--- config.mk ---
export PLATFORM = sky130hd
export DESIGN_NAME = micro_sequencer
export DESIGN_NICKNAME = d
export VERILOG_FILES = /design/src/rtl/useq_pkg.sv /design/src/rtl/micro_sequencer.sv
export SDC_FILE = /design/constraint.sdc
export NUM_CORES = 1
export LEC_CHECK = 0
export CAP_MARGIN = 20
export CORE_ASPECT_RATIO = 1.4
export CORE_MARGIN = 4
export CORE_UTILIZATION = 43
export DETAILED_ROUTE_END_ITERATION = 8
export GPL_ROUTABILITY_DRIVEN = 0
export PLACE_DENSITY_LB_ADDON = 0.1
export SYNTH_ARGS = -nofsm -noshare
export SYNTH_HDL_FRONTEND = slang
export SYNTH_SLANG_ARGS = --single-unit
--- constraint.sdc ---
create_clock -name clk -period 3.85 [get_ports clk]
set_input_delay 0.77 -clock clk [delete_from_list [all_inputs] [get_ports clk]]
set_output_delay 0.77 -clock clk [all_outputs]
set_load 0.01 [all_outputs]
--- src/rtl/useq_pkg.sv ---
// Shared definitions for the micro-sequencer and its control ROM: sizes,
// microword field positions, branch-condition and sequencer-state encodings.
package useq_pkg;

  localparam int USEQ_AW        = 5;
  localparam int USEQ_DW        = 23;
  localparam int USEQ_CW        = 15;
  localparam int USEQ_DEPTH     = 18;
  localparam int USEQ_HALT_ADDR = 17;
  localparam int USEQ_CNT_W     = 4;

  localparam int F_COND_HI = 22;
  localparam int F_COND_LO = 20;
  localparam int F_NEXT_HI = 19;
  localparam int F_NEXT_LO = 15;
  localparam int F_CTL_HI  = 14;
  localparam int F_CTL_LO  = 0;

  typedef enum logic [2:0] {
    COND_ALWAYS = 3'd0,
    COND_Z      = 3'd1,
    COND_LSB    = 3'd2,
    COND_SIGN   = 3'd3,
    COND_CNT    = 3'd4
  } cond_e;

  typedef enum logic [1:0] {
    ST_IDLE = 2'd0,
    ST_RUN  = 2'd1,
    ST_DONE = 2'd2
  } state_e;

  // Assembles one microword; lets ROM images be written symbolically.
  function automatic logic [USEQ_DW-1:0] useq_word(
    input cond_e                 c,
    input logic [USEQ_AW-1:0]    nxt,
    input logic [USEQ_CW-1:0]    ctl
  );
    return {c, nxt, ctl};
  endfunction

endpackage

--- src/rtl/micro_sequencer.sv ---
// Microprogram sequencer: walks a combinational control ROM from address 0,
// branching on datapath flags or a loop counter, until the halt word or an illegal address.
module micro_sequencer
  import useq_pkg::*;
#(
  parameter int AW        = USEQ_AW,
  parameter int DW        = USEQ_DW,
  parameter int CW        = USEQ_CW,
  parameter int DEPTH     = USEQ_DEPTH,
  parameter int HALT_ADDR = USEQ_HALT_ADDR,
  parameter int CNT_W     = USEQ_CNT_W
) (
  input  logic             clk,
  input  logic             reset_n,
  input  logic             start,
  input  logic [CNT_W-1:0] cnt_init,
  input  logic             flag_z,
  input  logic             flag_lsb,
  input  logic             flag_sign,
  output logic [AW-1:0]    rom_addr,
  input  logic [DW-1:0]    rom_data,
  output logic [CW-1:0]    ctrl,
  output logic             busy,
  output logic             done,
  output logic             err
);

  // One extra bit so the range test sees the true value of DEPTH.
  localparam logic [AW:0]   DEPTH_LIM = (AW+1)'(DEPTH);
  localparam logic [AW-1:0] HALT_PC   = AW'(HALT_ADDR);

  state_e           state_q, state_d;
  logic [AW-1:0]    upc_q, upc_d;
  logic [CNT_W-1:0] cnt_q, cnt_d;
  logic             err_q, err_d;

  cond_e            cond;
  logic [AW-1:0]    next_f;
  logic [CW-1:0]    ctl_f;
  logic             take;
  logic             cnt_dec;
  logic [AW-1:0]    target;
  logic             in_run;

  assign cond   = cond_e'(rom_data[F_COND_HI:F_COND_LO]);
  assign next_f = rom_data[F_NEXT_HI:F_NEXT_LO];
  assign ctl_f  = rom_data[F_CTL_HI:F_CTL_LO];

  always_comb begin
    state_d = state_q;
    upc_d   = upc_q;
    cnt_d   = cnt_q;
    err_d   = err_q;
    take    = 1'b0;
    cnt_dec = 1'b0;

    case (cond)
      COND_Z:    take = flag_z;
      COND_LSB:  take = flag_lsb;
      COND_SIGN: take = flag_sign;
      COND_CNT: begin
        take    = (cnt_q != '0);
        cnt_dec = take;
      end
      default:   take = 1'b1;
    endcase

    target = take ? next_f : upc_q + AW'(1);

    case (state_q)
      ST_IDLE: begin
        if (start) begin
          state_d = ST_RUN;
          upc_d   = '0;
          cnt_d   = cnt_init;
          err_d   = 1'b0;
        end
      end
      ST_RUN: begin
        if (upc_q == HALT_PC) begin
          state_d = ST_DONE;
        end else if ({1'b0, target} >= DEPTH_LIM) begin
          // The offending word is never fetched: stop on this edge.
          state_d = ST_DONE;
          err_d   = 1'b1;
        end else begin
          upc_d = target;
          if (cnt_dec) cnt_d = cnt_q - CNT_W'(1);
        end
      end
      ST_DONE: state_d = ST_IDLE;
      default: state_d = ST_IDLE;
    endcase
  end

  always_ff @(posedge clk or negedge reset_n) begin
    if (!reset_n) begin
      state_q <= ST_IDLE;
      upc_q   <= '0;
      cnt_q   <= '0;
      err_q   <= 1'b0;
    end else begin
      state_q <= state_d;
      upc_q   <= upc_d;
      cnt_q   <= cnt_d;
      err_q   <= err_d;
    end
  end

  assign in_run   = (state_q == ST_RUN);
  assign rom_addr = in_run ? upc_q : '0;
  assign ctrl     = in_run ? ctl_f : '0;
  assign busy     = in_run;
  assign done     = (state_q == ST_DONE);
  assign err      = (state_q == ST_DONE) && err_q;

endmodule

# ---- Word level (Yosys, flattened, before mapping)
# Index checks and enable logic that the tools add are counted.
# Widths: inputs -> output; s select.
dict set report op_classes {
  n_addsub 2
  n_lt_le_gt_ge 1
  n_eq_ne 13
  mux 22
  n_reduce_logical 8
}
# op count
set op_table {}
lappend op_table {{$mux 5} 5}
lappend op_table {{$mux 4} 4}
lappend op_table {{$mux 15} 1}
lappend op_table {{$pmux 5 s2} 1}
lappend op_table {{$ne 2x2->1 const B} 4}
lappend op_table {{$pmux 4 s2} 1}
lappend op_table {{$reduce_and 4->1} 2}
lappend op_table {{$eq 3x2->1 const B} 2}
lappend op_table {{$mux 2} 3}
lappend op_table {{$add 5x1->5 const B} 1}
lappend op_table {{$eq 5x5->1 const B} 1}
lappend op_table {{$ge 5x5->1 const B} 1}
lappend op_table {{$reduce_and 5->1} 1}
lappend op_table {{$mux 1} 4}
lappend op_table {{$pmux 1 s4} 1}
lappend op_table {{$pmux 2 s2} 1}
lappend op_table {{$reduce_bool 4->1} 1}
lappend op_table {{$sub 4x1->4 const B} 1}
lappend op_table {{$eq 3x1->1 const B} 1}
lappend op_table {{$eq 3x3->1 const B} 1}
lappend op_table {{$ne 3x1->1 const B} 1}
lappend op_table {{$eq 2x1->1 const B} 1}
lappend op_table {{$eq 2x2->1 const B} 1}
lappend op_table {{$logic_not 2->1} 1}
lappend op_table {{other kinds (5)} 5}
dict set report totals {
  reg_bits 12
  output_inout_bits 23
}

# ---- Logic depth before layout (Yosys ltp)
dict set report logic_depth {
  word_depth 7
  mapped_depth 7
  ltp_nobuf 7
}

# ---- Worst setup path after synthesis
# No wires, ideal clock.
dict set report synth_timing {
  path_kind {reg-to-reg}
  startpoint {reg upc_q[0]}
  endpoint {reg cnt_q[2]}
  setup_time_ps 123
  arrival_ps 1948
  required_time_ps 3727
  setup_slack_ps 1779
  path_stages_with_launch 7
  period_less_slack_ps 2071
  cell_sequence {dfrtp_1 ha_1 or3b_1 a21oi_1 o32a_2 o31a_4 o221a_1}
}
dict set report synth_between {
  elab_chain_len 5
}
# element line
set synth_lines {}
lappend synth_lines {{start, declared} micro_sequencer.sv:33} ;# logic [AW-1:0] upc_q, upc_d;
lappend synth_lines {{start signal, assigned} micro_sequencer.sv:104} ;# upc_q <= upc_d;
lappend synth_lines {{$add 5x1->5} micro_sequencer.sv:68} ;# target = take ? next_f : upc_q + AW'(1);
lappend synth_lines {{$mux 5} micro_sequencer.sv:68}
lappend synth_lines {{$ge 5x5->1} micro_sequencer.sv:82} ;# end else if ({1'b0, target} >= DEPTH_LIM) begin
lappend synth_lines {{$ne 2x2->1 (no source line)} n/a}
lappend synth_lines {{$reduce_and 5->1 (no source line) *} n/a}
lappend synth_lines {{end signal, assigned} micro_sequencer.sv:105} ;# cnt_q <= cnt_d;
lappend synth_lines {{end, declared} micro_sequencer.sv:34} ;# logic [CNT_W-1:0] cnt_q, cnt_d;
# Every way passes the cells marked *; elsewhere a longest branch is shown, timed or not.
# A chain may end at the register's enable or synchronous reset.

# ---- Final worst setup path
dict set report layout_timing {
  startpoint {reg state_q[1]}
  endpoint {out ctrl[6]}
}
dict set report layout_between {
  elab_chain_len 2
}
# element line
set layout_lines {}
lappend layout_lines {{start, declared} micro_sequencer.sv:32} ;# state_e state_q, state_d;
lappend layout_lines {{start signal, assigned} micro_sequencer.sv:103} ;# state_q <= state_d;
lappend layout_lines {{$eq 2x1->1} micro_sequencer.sv:110} ;# assign in_run = (state_q == ST_RUN);
lappend layout_lines {{$mux 15} micro_sequencer.sv:112} ;# assign ctrl = in_run ? ctl_f : '0;
lappend layout_lines {{end, declared} micro_sequencer.sv:22} ;# output logic [CW-1:0] ctrl,
# No other way between the ends.

==> metrics <==
status complete, no violations; synth top area cells dfrtp_1 27%, and2_1 10%, nor2_1 4.3%; VDD IR-drop max 0.3615 mV; most common cell after layout, fill and taps aside clkdlybuf4s50_1; clock transition at the registers of the reported paths 0.09 ns; startpoint types flip-flop; clk_lat worst skew between 0.2 and 0.3 ns; cts bufs inserted 3; Slew headroom 0.5121; die area approximately 0.0035 sq mm; count of unique library cells instantiated by Yosys around 50; via count 1363; final setup vio count 0; Tmin final slightly below 3 ns; drt wl/cell 16.56 um; net load switching power 0.4771 mW; final WL roughly 3.7 mm; most frequent cells in the layout 55 x clkdlybuf4s50_1, 18 x and2_1, 13 x nor2_1; CP Launch Point state_q[1]; drc violations 0; Routed Antenna Nets 0; total grt overflow 0; cts repair resizes 0; post-synthesis cell count between 100 and 150; R2R Setup Slk ~1.6 ns; crit path kind flip-flop to primary output; CP arrival 2.20 ns; number of max-cap violations 0; Setup Skew 0.002616 ns; antenna violations before repair 0; power share of the clock group 0.101; final slew viol count 0; R2R Path End cnt_q[2]; share of the synthesized area in the top cell type 0.2673; drt first-iter violations 46; height of the die 68.48 um; Worst Setup End Kind primary output; Core ar. 0.002444 sq mm; hold path cells 2; Mapped Area 0.001124 sq mm; post-CTS setup repair buffer count 0; net count of the mapped netlist 173; pwr dens 610.7 mW/mm^2; largest net degree at the start of global routing 25; largest area contributor in the netlist dfrtp_1; RSZ-0062 raised after global routing no; Hold Path End cnt_q[1]; CTS Hold Bufs 0; first-pass GRT wire length 6.016 mm; LEAKAGE 0.6992 nW; Fin. Hold Viols 0; total power approximately 1.1 mW; 1st-pass router iterations 4; Worst Hold Class flip-flop to flip-flop; Syn Area/Cell approximately 8 sq um; Syn. warnings 0; f_max 0.3368 GHz; worst endpoint required time 3.08 ns; CTS tree yes; sequential fraction of design power 0.253; Post-DP HPWL 2.965 mm; initial core utilization 0.4598; layout cell share with drive strength beyond 1 0.07292; Area growth syn-to-layout 54.01%; sw frac 0.4514; Setup TNS Final 0 ns; ant diodes 0; clk sinks 12; R2R cell count 6; Rows 21; ys flop type dfrtp_1; Logic pwr share 0.646; Hold Path Origin cnt_q[1]; CP max FO 24; Slew @ Worst Pin 0.7296 ns; sequential share of the synthesized area 0.2673; IO buf count 55; vias per cell 6.031; async set-reset flop share out of synthesis 1.000; clk root buf clkbuf_4; Die X 51.20 um; CTS Buffer Depth 2; vias in the first global route 1347; #FFs+latches synth 12; Tcrit/Tclk final 0.7712; H-tree lvl count 1; Nets 229; EDFF count, synth 0; I/O pin cnt 56; Power Internal 0.5797 mW; Total Routing Usage GR 0.2254; launching point of the worst reg2reg path upc_q[0]
## through the flow
stage / cells / utilization / area (sq um) / hold WS (ns) / setup WS (ns)
2_1_floorplan: 137 / - / 1124 / 0.4545 / 1.779
3_3_place_gp: 222 / 0.6933 / 1694 / 0.4764 / 1.168
3_5_place_dp: 222 / 0.6933 / 1694 / 0.4948 / 1.114
4_1_cts: 226 / 0.7081 / 1730 / 0.5139 / 0.8867
5_1_grt: 226 / 0.7081 / 1730 / 0.5718 / 0.7439
6_report: 226 / 0.7081 / 1730 / 0.5122 / 0.8810
## critical path: stages, from the launching register on
cell             delay, ns
dfrtp_1               0.43
nand2b_4              0.25
inv_1                 0.47
and2_1                0.22
clkdlybuf4s50_1       0.54
## power groups by stage
stage | combinational, mW | clock, mW | sequential, mW
3_3_place_gp | 0.660 | 0 | 0.262
4_1_cts | 0.677 | 0.109 | 0.264
5_1_grt | 0.747 | 0.114 | 0.278
3_5_place_dp | 0.672 | 0 | 0.266
2_1_floorplan | 0.434 | 0 | 0.238
6_report | 0.682 | 0.107 | 0.268
## routing by layer
layer,global-route usage,up-vias,wire length (um)
li1,-,619,-
met1,0.2357,649,1346
met2,0.4323,87,1997
met3,0.05447,8,330
met4,0.07744,0,67
met5,0,-,0
## flip-flops by register name (all words and copies together), names as in the netlist
signal   cells
cnt_q        4
err_q        1
state_q      2
upc_q        5
## cell families after synthesis
family                     Yosys count  synth area share
and+or+nand+nor                     65            0.3508
AOI/OAI and AO/OA                   40            0.2684
buffers and inverters               14           0.05345
DFF                                 12            0.2673
muxes                                3           0.02673
adders and majority gates            3           0.03341
## cells in the mapped netlist, types with 3 or more instances
library cell,n
a21oi_1,5
a31oi_1,5
and2_1,18
clkbuf_1,3
dfrtp_1,12
ha_1,3
inv_1,10
mux2i_1,3
nand2_1,8
nand3_1,6
nand4_1,3
nor2_1,13
o21ai_0,3
o21ai_1,4
o221ai_1,4
## how the worst max path moves through the flow
stage / endpoint / slack [ns]
floorplan: cnt_q[2] / 1.78
global placement: cnt_q[2] / 1.17
detailed placement: cnt_q[2] / 1.11
CTS: ctrl[6] / 0.89
global route: ctrl[7] / 0.74
finish: ctrl[6] / 0.88
## area by class of cell
| class | count | area [sq um] |
|---|---|---|
| Clock buffer | 4 | 36.28 |
| Fill cell | 201 | 713.2 |
| Inverter | 10 | 37.54 |
| Timing Repair Buffer | 55 | 550.5 |
| Sequential cell | 12 | 300.3 |
| Tap cell | 34 | 42.54 |
| Multi-Input combinational cell | 111 | 763.2 |
No activity file was read; power rests on OpenSTA's default activity.
